==> src/rtl/writeback_stage_pkg.sv <==
// Shared definitions for the writeback stage: opcodes, conditions, sizes, immediate types.
// Latency: n/a (types and constants only).
// Backpressure: n/a.
// Instruction layout: [31:27] opcode, [26:25] size/immediate type, [24] sign,
// [23 -: REG_INDEX_WIDTH] register index, [15:12] condition, [IMM_WIDTH-1:0] immediate.
package writeback_stage_pkg;

  typedef enum logic [4:0] {
    OPCODE_NOP    = 5'h00,
    OPCODE_LOAD   = 5'h01,
    OPCODE_LOADI  = 5'h02,
    OPCODE_STORE  = 5'h03,
    OPCODE_ALU    = 5'h04,
    OPCODE_ALUM   = 5'h05,
    OPCODE_ALUMI  = 5'h06,
    OPCODE_BRANCH = 5'h07,
    OPCODE_JUMP   = 5'h08
  } t_opcode;

  typedef enum logic [3:0] {
    COND_AL = 4'd0,  COND_EQ = 4'd1,  COND_NE = 4'd2,  COND_CS = 4'd3,
    COND_CC = 4'd4,  COND_MI = 4'd5,  COND_PL = 4'd6,  COND_VS = 4'd7,
    COND_VC = 4'd8,  COND_HI = 4'd9,  COND_LS = 4'd10, COND_GE = 4'd11,
    COND_LT = 4'd12, COND_GT = 4'd13, COND_LE = 4'd14
  } t_alu_condition;

  // Load access sizes carried in [26:25]
  localparam logic [1:0] CW_BYTE = 2'd0;
  localparam logic [1:0] CW_WORD = 2'd1;
  localparam logic [1:0] CW_LONG = 2'd2;

  typedef enum logic [1:0] {
    IT_UNSIGNED = 2'd0,
    IT_SIGNED   = 2'd1,
    IT_HIGH     = 2'd2,
    IT_LOW      = 2'd3
  } t_immediate_type;

  // Packs to {carry, zero, neg, over}
  typedef struct packed {
    logic carry;
    logic zero;
    logic neg;
    logic over;
  } t_flags;

  localparam logic [31:0] NOP_INSTRUCTION = {OPCODE_NOP, 27'h0};

endpackage

==> src/rtl/writeback_stage_if.sv <==
// Bundles the writeback stage's inbound handshake, ALU inputs and register-file outputs.
// Latency: n/a (wiring only).
// Backpressure: in_ready/out_ready carried as ordinary signals.
// Modports: slave = the stage itself, master = the surrounding pipeline / bench.
interface writeback_stage_if #(
  parameter int DATA_WIDTH      = 32,
  parameter int REG_INDEX_WIDTH = 4,
  parameter int IMM_WIDTH       = 16
);
  import writeback_stage_pkg::*;

  logic                       in_valid;
  logic                       in_ready;
  logic [31:0]                inbound_instruction;
  logic [DATA_WIDTH-1:0]      data_in;
  logic [DATA_WIDTH-1:0]      alu_result;
  logic                       alu_carry_out;
  logic                       alu_zero_out;
  logic                       alu_neg_out;
  logic                       alu_over_out;
  logic                       out_valid;
  logic                       out_ready;
  logic [31:0]                outbound_instruction;
  logic                       write;
  logic [REG_INDEX_WIDTH-1:0] write_index;
  logic [DATA_WIDTH-1:0]      write_data;
  logic                       write_immediate;
  logic [IMM_WIDTH-1:0]       write_immediate_data;
  t_immediate_type            write_immediate_type;
  logic                       alu_cycle;
  logic [DATA_WIDTH-1:0]      alu_result_latched;
  logic                       alu_carry_in;
  logic                       jump;
  logic [3:0]                 flags;

  modport slave (
    input  in_valid, inbound_instruction, data_in, alu_result,
           alu_carry_out, alu_zero_out, alu_neg_out, alu_over_out, out_ready,
    output in_ready, out_valid, outbound_instruction, write, write_index, write_data,
           write_immediate, write_immediate_data, write_immediate_type,
           alu_cycle, alu_result_latched, alu_carry_in, jump, flags
  );

  modport master (
    output in_valid, inbound_instruction, data_in, alu_result,
           alu_carry_out, alu_zero_out, alu_neg_out, alu_over_out, out_ready,
    input  in_ready, out_valid, outbound_instruction, write, write_index, write_data,
           write_immediate, write_immediate_data, write_immediate_type,
           alu_cycle, alu_result_latched, alu_carry_in, jump, flags
  );

endinterface

==> src/rtl/writeback_stage_cond_eval.sv <==
// Evaluates a 4-bit condition code against held {carry, zero, neg, over} flags.
// Latency: combinational.
// Backpressure: none.
// Ports: flags (held flags), condition (code), cond_true (result; undefined codes give 0).
module cond_eval
  import writeback_stage_pkg::*;
(
  input  t_flags     flags,
  input  logic [3:0] condition,
  output logic       cond_true
);

  logic n_xor_v;
  assign n_xor_v = flags.neg ^ flags.over;

  always_comb begin
    cond_true = 1'b0;
    case (condition)
      COND_AL: cond_true = 1'b1;
      COND_EQ: cond_true = flags.zero;
      COND_NE: cond_true = ~flags.zero;
      COND_CS: cond_true = flags.carry;
      COND_CC: cond_true = ~flags.carry;
      COND_MI: cond_true = flags.neg;
      COND_PL: cond_true = ~flags.neg;
      COND_VS: cond_true = flags.over;
      COND_VC: cond_true = ~flags.over;
      COND_HI: cond_true = flags.carry & ~flags.zero;
      COND_LS: cond_true = ~flags.carry | flags.zero;
      COND_GE: cond_true = ~n_xor_v;
      COND_LT: cond_true = n_xor_v;
      COND_GT: cond_true = ~flags.zero & ~n_xor_v;
      COND_LE: cond_true = flags.zero | n_xor_v;
      default: cond_true = 1'b0;
    endcase
  end

endmodule

==> src/rtl/writeback_stage.sv <==
// Writeback stage: decodes each accepted instruction into register writes, flag updates and jumps.
// Latency: 1 cycle from accept to every output; strobes last exactly one cycle.
// Backpressure: in_ready = ~out_valid | out_ready; a stall holds outbound_instruction, never strobes.
// Ports: clock, reset (async active-low), bus (writeback_stage_if.slave: inbound handshake,
// ALU inputs, outbound handshake, register-file strobes, latched ALU result and flags).
module writeback_stage
  import writeback_stage_pkg::*;
#(
  parameter int DATA_WIDTH      = 32,
  parameter int REG_INDEX_WIDTH = 4,
  parameter int IMM_WIDTH       = 16,
  parameter int SHADOW_SLOTS    = 2
) (
  input logic              clock,
  input logic              reset,
  writeback_stage_if.slave bus
);

  localparam int SQ_W = (SHADOW_SLOTS > 0) ? $clog2(SHADOW_SLOTS + 1) : 1;

  logic [31:0]                instr;
  logic [4:0]                 opcode;
  logic                       accept;
  logic                       cond_true;
  logic                       squashing;
  logic [DATA_WIDTH-1:0]      load_data;

  logic                       out_valid_q;
  logic [31:0]                outbound_q;
  logic                       write_q;
  logic [REG_INDEX_WIDTH-1:0] write_index_q;
  logic [DATA_WIDTH-1:0]      write_data_q;
  logic                       write_imm_q;
  logic [IMM_WIDTH-1:0]       imm_data_q;
  t_immediate_type            imm_type_q;
  logic                       alu_cycle_q;
  logic [DATA_WIDTH-1:0]      result_q;
  logic                       carry_in_q;
  logic                       jump_q;
  t_flags                     flags_q;
  logic [SQ_W-1:0]            squash_cnt;

  assign instr     = bus.inbound_instruction;
  assign opcode    = instr[31:27];
  assign accept    = bus.in_valid & bus.in_ready;
  assign squashing = (squash_cnt != '0);

  // Condition sees flags as held before this instruction: no same-cycle forwarding.
  cond_eval u_cond_eval (
    .flags     (flags_q),
    .condition (instr[15:12]),
    .cond_true (cond_true)
  );

  always_comb begin
    load_data = bus.data_in;
    case (instr[26:25])
      CW_BYTE: load_data = {{(DATA_WIDTH-8){instr[24] & bus.data_in[7]}}, bus.data_in[7:0]};
      CW_WORD: load_data = {{(DATA_WIDTH-16){instr[24] & bus.data_in[15]}}, bus.data_in[15:0]};
      default: load_data = bus.data_in;
    endcase
  end

  always_ff @(posedge clock or negedge reset) begin
    if (!reset) begin
      out_valid_q   <= 1'b0;
      outbound_q    <= NOP_INSTRUCTION;
      write_q       <= 1'b0;
      write_index_q <= '0;
      write_data_q  <= '0;
      write_imm_q   <= 1'b0;
      imm_data_q    <= '0;
      imm_type_q    <= IT_UNSIGNED;
      alu_cycle_q   <= 1'b0;
      result_q      <= '0;
      carry_in_q    <= 1'b0;
      jump_q        <= 1'b0;
      flags_q       <= '0;
      squash_cnt    <= '0;
    end else begin
      // Strobes default low so a stall can never stretch them.
      write_q     <= 1'b0;
      write_imm_q <= 1'b0;
      alu_cycle_q <= 1'b0;
      jump_q      <= 1'b0;
      if (accept) begin
        out_valid_q <= 1'b1;
        if (squashing) begin
          // Shadow slot of a taken jump: forward a bubble, touch nothing else.
          outbound_q <= NOP_INSTRUCTION;
          squash_cnt <= squash_cnt - SQ_W'(1);
        end else begin
          outbound_q <= instr;
          case (opcode)
            OPCODE_LOAD: begin
              write_q       <= 1'b1;
              write_index_q <= instr[23 -: REG_INDEX_WIDTH];
              write_data_q  <= load_data;
            end
            OPCODE_LOADI: begin
              write_imm_q   <= 1'b1;
              write_index_q <= instr[23 -: REG_INDEX_WIDTH];
              imm_data_q    <= instr[IMM_WIDTH-1:0];
              imm_type_q    <= t_immediate_type'(instr[26:25]);
            end
            OPCODE_ALU, OPCODE_ALUM, OPCODE_ALUMI: begin
              flags_q       <= '{carry: bus.alu_carry_out, zero: bus.alu_zero_out,
                                 neg: bus.alu_neg_out, over: bus.alu_over_out};
              carry_in_q    <= bus.alu_carry_out;
              result_q      <= bus.alu_result;
              alu_cycle_q   <= 1'b1;
              write_q       <= 1'b1;
              write_index_q <= instr[23 -: REG_INDEX_WIDTH];
              write_data_q  <= bus.alu_result;
            end
            OPCODE_BRANCH: begin
              if (cond_true) begin
                alu_cycle_q <= 1'b1;
                result_q    <= bus.alu_result;
                jump_q      <= 1'b1;
                squash_cnt  <= SQ_W'(SHADOW_SLOTS);
              end
            end
            OPCODE_JUMP: begin
              if (cond_true) begin
                jump_q     <= 1'b1;
                squash_cnt <= SQ_W'(SHADOW_SLOTS);
              end
            end
            default: ;
          endcase
        end
      end else if (bus.out_ready) begin
        out_valid_q <= 1'b0;
      end
    end
  end

  assign bus.in_ready             = ~out_valid_q | bus.out_ready;
  assign bus.out_valid            = out_valid_q;
  assign bus.outbound_instruction = outbound_q;
  assign bus.write                = write_q;
  assign bus.write_index          = write_index_q;
  assign bus.write_data           = write_data_q;
  assign bus.write_immediate      = write_imm_q;
  assign bus.write_immediate_data = imm_data_q;
  assign bus.write_immediate_type = imm_type_q;
  assign bus.alu_cycle            = alu_cycle_q;
  assign bus.alu_result_latched   = result_q;
  assign bus.alu_carry_in         = carry_in_q;
  assign bus.jump                 = jump_q;
  assign bus.flags                = flags_q;

endmodule

==> src/flat_wrapper.sv <==
// flat-port wrapper written by rule: the top's interface ports become plain ports
module writeback_stage_flat import writeback_stage_pkg::*;
#(
  parameter int DATA_WIDTH      = 32,
  parameter int REG_INDEX_WIDTH = 4,
  parameter int IMM_WIDTH       = 16,
  parameter int SHADOW_SLOTS    = 2
)
  (clock, reset, bus_in_valid, bus_inbound_instruction, bus_data_in, bus_alu_result, bus_alu_carry_out, bus_alu_zero_out, bus_alu_neg_out, bus_alu_over_out, bus_out_ready, bus_in_ready, bus_out_valid, bus_outbound_instruction, bus_write, bus_write_index, bus_write_data, bus_write_immediate, bus_write_immediate_data, bus_write_immediate_type, bus_alu_cycle, bus_alu_result_latched, bus_alu_carry_in, bus_jump, bus_flags);
  writeback_stage_if #(.DATA_WIDTH(DATA_WIDTH), .REG_INDEX_WIDTH(REG_INDEX_WIDTH), .IMM_WIDTH(IMM_WIDTH)) bus_i ();
  input logic clock;
  input logic reset;
  input wire logic [$bits(bus_i.in_valid)-1:0] bus_in_valid;
  input wire logic [$bits(bus_i.inbound_instruction)-1:0] bus_inbound_instruction;
  input wire logic [$bits(bus_i.data_in)-1:0] bus_data_in;
  input wire logic [$bits(bus_i.alu_result)-1:0] bus_alu_result;
  input wire logic [$bits(bus_i.alu_carry_out)-1:0] bus_alu_carry_out;
  input wire logic [$bits(bus_i.alu_zero_out)-1:0] bus_alu_zero_out;
  input wire logic [$bits(bus_i.alu_neg_out)-1:0] bus_alu_neg_out;
  input wire logic [$bits(bus_i.alu_over_out)-1:0] bus_alu_over_out;
  input wire logic [$bits(bus_i.out_ready)-1:0] bus_out_ready;
  output wire logic [$bits(bus_i.in_ready)-1:0] bus_in_ready;
  output wire logic [$bits(bus_i.out_valid)-1:0] bus_out_valid;
  output wire logic [$bits(bus_i.outbound_instruction)-1:0] bus_outbound_instruction;
  output wire logic [$bits(bus_i.write)-1:0] bus_write;
  output wire logic [$bits(bus_i.write_index)-1:0] bus_write_index;
  output wire logic [$bits(bus_i.write_data)-1:0] bus_write_data;
  output wire logic [$bits(bus_i.write_immediate)-1:0] bus_write_immediate;
  output wire logic [$bits(bus_i.write_immediate_data)-1:0] bus_write_immediate_data;
  output wire logic [$bits(bus_i.write_immediate_type)-1:0] bus_write_immediate_type;
  output wire logic [$bits(bus_i.alu_cycle)-1:0] bus_alu_cycle;
  output wire logic [$bits(bus_i.alu_result_latched)-1:0] bus_alu_result_latched;
  output wire logic [$bits(bus_i.alu_carry_in)-1:0] bus_alu_carry_in;
  output wire logic [$bits(bus_i.jump)-1:0] bus_jump;
  output wire logic [$bits(bus_i.flags)-1:0] bus_flags;
  assign bus_i.in_valid = bus_in_valid;
  assign bus_i.inbound_instruction = bus_inbound_instruction;
  assign bus_i.data_in = bus_data_in;
  assign bus_i.alu_result = bus_alu_result;
  assign bus_i.alu_carry_out = bus_alu_carry_out;
  assign bus_i.alu_zero_out = bus_alu_zero_out;
  assign bus_i.alu_neg_out = bus_alu_neg_out;
  assign bus_i.alu_over_out = bus_alu_over_out;
  assign bus_i.out_ready = bus_out_ready;
  assign bus_in_ready = bus_i.in_ready;
  assign bus_out_valid = bus_i.out_valid;
  assign bus_outbound_instruction = bus_i.outbound_instruction;
  assign bus_write = bus_i.write;
  assign bus_write_index = bus_i.write_index;
  assign bus_write_data = bus_i.write_data;
  assign bus_write_immediate = bus_i.write_immediate;
  assign bus_write_immediate_data = bus_i.write_immediate_data;
  assign bus_write_immediate_type = bus_i.write_immediate_type;
  assign bus_alu_cycle = bus_i.alu_cycle;
  assign bus_alu_result_latched = bus_i.alu_result_latched;
  assign bus_alu_carry_in = bus_i.alu_carry_in;
  assign bus_jump = bus_i.jump;
  assign bus_flags = bus_i.flags;
  writeback_stage #(.DATA_WIDTH(DATA_WIDTH), .REG_INDEX_WIDTH(REG_INDEX_WIDTH), .IMM_WIDTH(IMM_WIDTH), .SHADOW_SLOTS(SHADOW_SLOTS)) u_core (.clock(clock), .reset(reset), .bus(bus_i));
endmodule
==> config.mk <==
export PLATFORM = sky130hd
export DESIGN_NAME = writeback_stage_flat
export DESIGN_NICKNAME = d
export VERILOG_FILES = /design/src/rtl/writeback_stage_pkg.sv /design/src/rtl/writeback_stage_if.sv /design/src/rtl/writeback_stage_cond_eval.sv /design/src/rtl/writeback_stage.sv /design/src/flat_wrapper.sv
export SDC_FILE = /design/constraint.sdc
export NUM_CORES = 1
export LEC_CHECK = 0
export BUFFER_PORTS_ARGS = -buffer_cell sky130_fd_sc_hd__clkbuf_2
export CORE_ASPECT_RATIO = 1.75
export CORE_MARGIN = 3
export CORE_UTILIZATION = 48
export DETAILED_ROUTE_END_ITERATION = 8
export GPL_TIMING_DRIVEN = 0
export PLACE_DENSITY = 0.8
export SLEW_MARGIN = 20
export SYNTH_ARGS = -nofsm -noshare
export SYNTH_HDL_FRONTEND = slang
export SYNTH_HIERARCHICAL = 1
export SYNTH_SLANG_ARGS = --single-unit
==> constraint.sdc <==
create_clock -name clock -period 2.4 [get_ports clock]
set_input_delay 0.48 -clock clock [delete_from_list [all_inputs] [get_ports clock]]
set_output_delay 0.48 -clock clock [all_outputs]
set_load 0.05 [all_outputs]
==> metrics.md <==
| Metric | Value |
|---|---|
| Util after Layout | `about two thirds` |
| Worst path slowest cell | `dfrtp_2` |
| Final Cycle Share | `between 90% and 100%` |
| Crit. End Element | `flop` |
| PnR worst setup slack | `61.29 ps` |
| H-tree Lvls | `4` |
| Critical Path Source Type | `flop` |
| Synth area leader | `dfrtp_1` |
| Clock buffer depth | `2` |
| Initial antenna violation count | `0` |
| Layout cell share with drive strength beyond 1 | `51.41%` |
| Clk sinks | `around 130` |
| Chip Width | `between 80 and 90 um` |
| Core Area | `about 0.012 mm^2` |
| Unrepaired setup endpoints after global routing | `no` |
| Syn Nets | `between 500 and 600` |
| Crit path max fanout | `10` |
| Inst Count DP | `809` |
| Clock share of power | `22.4%` |
| Die area | `0.01324 mm^2` |
| Post-synth EDFFs | `0` |
| Sw Share | `47.66%` |
| Post-layout min period | `~2300 ps` |
| P_sw | `between 5 and 6 mW` |
| Synthesis-to-finish area growth | `35.22%` |
| Vias per Instance | `~5.5` |
| Worst EP required | `~2700 ps` |
| CTS buffer count | `17` |
| Pwr Density | `roughly 1500 mW/mm^2` |
| Drt total wl | `~16 mm` |
| Non-filler cells, final | `843` |
| Mapped Area | `about 0.0057 mm^2` |
| Fin area | `0.007686 mm^2` |
| Fin nets | `801` |
| CP top delay family | `compound AO/OA/AOI/OAI gates` |
| Routed via count | `4646` |
| Synth async-reset ratio | `between 90% and 100%` |
| Slew HR | `~65%` |
| Hpwl dp | `approximately 12 mm` |
| Routed Antenna Nets | `0` |
| Gate power share | `between 40% and 50%` |
| Clock skew | `between 10 and 15 ps` |
| DRC Markers | `0` |
| Lkg Pwr | `just over 4 nW` |
| RePlAce Congestion | `0.7999` |
| Worst-Skew Late Latency | `around 410 ps` |
| Slew at the pin closest to its max-slew limit | `between 500 and 600 ps` |
| Worst R2R Setup Slack | `approximately 60 ps` |
| Placed inst area | `around 0.0070 mm^2` |
| Worst reg2reg path depth | `8` |
| Clock transition at the registers of the reported paths | `~60 ps` |
| CTS tree | `built` |
| Slew Viols, Final | `0` |
| Buf+Inv Stages, Crit Path | `2` |
| YS warnings | `6` |
| Clock Tree Root | `clkbuf_16` |
| Die Y | `around 150 um` |
| Drt pass-1 iters | `6` |
| Fmax | `427.6 MHz` |
| Main synth FF type | `dfrtp_1` |
| Max cap viols | `0` |
| I/O pin count | `roughly 230` |
| Hold Fails Final Rpt | `0` |
| Delay of the slowest cell on the worst path | `around 430 ps` |
| Crit path DAT | `2630 ps` |
| Standard-cell rows | `52` |
| Outcome | `complete, no violations` |
| Post-Syn Area per Cell | `about 13 um^2` |
| Synth Instances | `443` |
| Number of setup violations in the final report | `0` |
| Number of diodes | `0` |
| Netlist cell types | `45` |
| Largest net degree at the start of global routing | `roughly 80` |
| Vias in the first global route | `~4.8k` |
| Initial Util | `between 40% and 50%` |
| HP Class | `in2async` |
| Seq cells post-synth | `129` |
| Grt ovf | `0` |
| Dpl ws | `-393.1 ps` |
| Seq/Total Area, Yosys | `approximately 57%` |
| DRT iter0 DRCs | `around 180` |
| WS Path Type | `reg2reg` |
| Flop pwr share | `30.7%` |
| Internal power | `about 6.0 mW` |
| First-pass GRT wire length | `24.77 mm` |
| Area contributors post-synth | `dfrtp_1 57%, mux2_4 7.7%, mux2_2 5.9%` |
| Top cell type's share of synthesized area | `between 50% and 60%` |
| Crit path depth | `8` |
| Most frequent CP cell | `a31oi_1` |
| Total Routing Usage GR | `~24%` |
| I/O Buffers | `230` |
| Peak supply drop | `~1.0 mV` |
| Crit-path cells | `mux2_2 > a31oi_1 > a31oi_1 > a211o_1 > o2111a_1 > buf_6 > buf_12 > mux2_4` |
| Routed WL per cell | `19.17 um` |
[cells in the mapped netlist (2+ instances only)]
master,count
dfrtp_1,129
nand2b_1,2
and2_4,2
a21oi_1,18
buf_1,3
o31ai_1,6
and2b_1,2
a22o_1,32
nor2b_1,4
buf_6,8
a211o_1,3
o21ai_0,32
mux2i_1,11
nand3b_1,5
inv_1,6
o211ai_1,8
clkbuf_1,10
nor2_1,19
nand2_1,36
mux2_4,29
ha_1,2
a31oi_1,3
mux2_2,30
buf_2,7
o31ai_2,10
buf_4,7
[layer usage]
layer	wire length, um	vias to the layer above	track usage [%]
met1	5821	2313	26.23
met4	399	0	9.304
met2	8995	191	44.72
li1	-	2111	-
met3	943	31	5.344
met5	0	-	0
[layout make-up]
| type | count | area, um^2 |
|---|---|---|
| Fill cell | 886 | 3895 |
| Tap cell | 135 | 168.9 |
| Sequential cell | 129 | 3231 |
| Timing Repair Buffer | 234 | 1210 |
| Multi-Input combinational cell | 272 | 2215 |
| Clock inverter | 14 | 157.7 |
| Inverter | 7 | 26.28 |
| Clock buffer | 18 | 429.2 |
| Buffer | 34 | 249.0 |
[placed cells by master, fill, tap and decap left out, drive strengths merged, types with 5 or more instances in the layout]
cell / synthesis / routed
a21oi: 18 / 18
a22o: 32 / 32
buf: 25 / 29
clkbuf: 10 / 257
clkinv: 1 / 7
dfrtp: 129 / 129
inv: 6 / 10
mux2: 60 / 60
mux2i: 11 / 11
nand2: 36 / 36
nand3b: 5 / 5
nor2: 19 / 19
o211ai: 8 / 8
o21ai: 33 / 33
o31ai: 16 / 16
[power by group through the flow]
| stage | Combinational, mW | Clock, mW | Sequential [mW] |
|---|---|---|---|
| final | 5.34 | 2.55 | 3.50 |
| after global routing | 5.56 | 2.68 | 3.60 |
| after CTS | 5.36 | 2.59 | 3.50 |
| after detailed placement | 5.33 | 0 | 3.51 |
| after global placement | 5.23 | 0 | 3.46 |
| after floorplan | 1.18 | 0 | 6.27 |
[through the flow]
step / power [mW] / hold slack, ps / TNS, ps
after floorplan: 7.452 / 184.4 / 0
after global placement: 8.691 / 461.9 / -134660
after detailed placement: 8.843 / 450.0 / -12270
after CTS: 11.44 / 13.47 / 0
after global routing: 11.84 / 24.08 / 0
final: 11.39 / 2.072 / 0
[what timing repair did]
action                                  CTS  global route
endpoints found under the setup margin   15            30
pin swaps                                 0             3
resized for setup                         2             7
setup buffers                             0             3
hold buffers                              0             0
[path summary, 6_finish.rpt]
kind | start | to
hold reg to reg | u_core/bus.write_data[16] | u_core/bus.write_data[16]
min in group clock | bus_inbound_instruction[1] | u_core/bus.outbound_instruction[1]
hold / removal | reset | u_core/bus.outbound_instruction[8]
setup reg to reg | u_core/bus.flags[1] | u_core/bus.alu_result_latched[16]
setup / recovery | u_core/bus.flags[1] | u_core/bus.alu_result_latched[16]
max in group asynchronous | reset | u_core/bus.write_data[19]
[flip-flops by register name, summed over array words and instances, names as in the netlist]
signal	cells
u_core/bus.outbound_instruction	32
u_core/bus.write_immediate_type	2
u_core/bus.write_data	32
u_core/bus.out_valid	1
u_core/bus.write_index	4
u_core/bus.alu_result_latched	32
u_core/bus.write_immediate_data	16
u_core/squash_cnt	2
u_core/bus.write_immediate	1
u_core/bus.flags	4
u_core/bus.write	1
u_core/bus.alu_cycle	1
u_core/bus.jump	1
[logic make-up after synthesis]
logic type,Yosys count,share of synthesized area [%]
flops,129,56.79
mux,71,15.74
fa+ha+maj,2,0.4402
simple gates,79,6.912
xor+xnor,1,0.1541
compound gates,119,15.52
buf+inv,42,4.446
(Power assumes the default switching activity.)
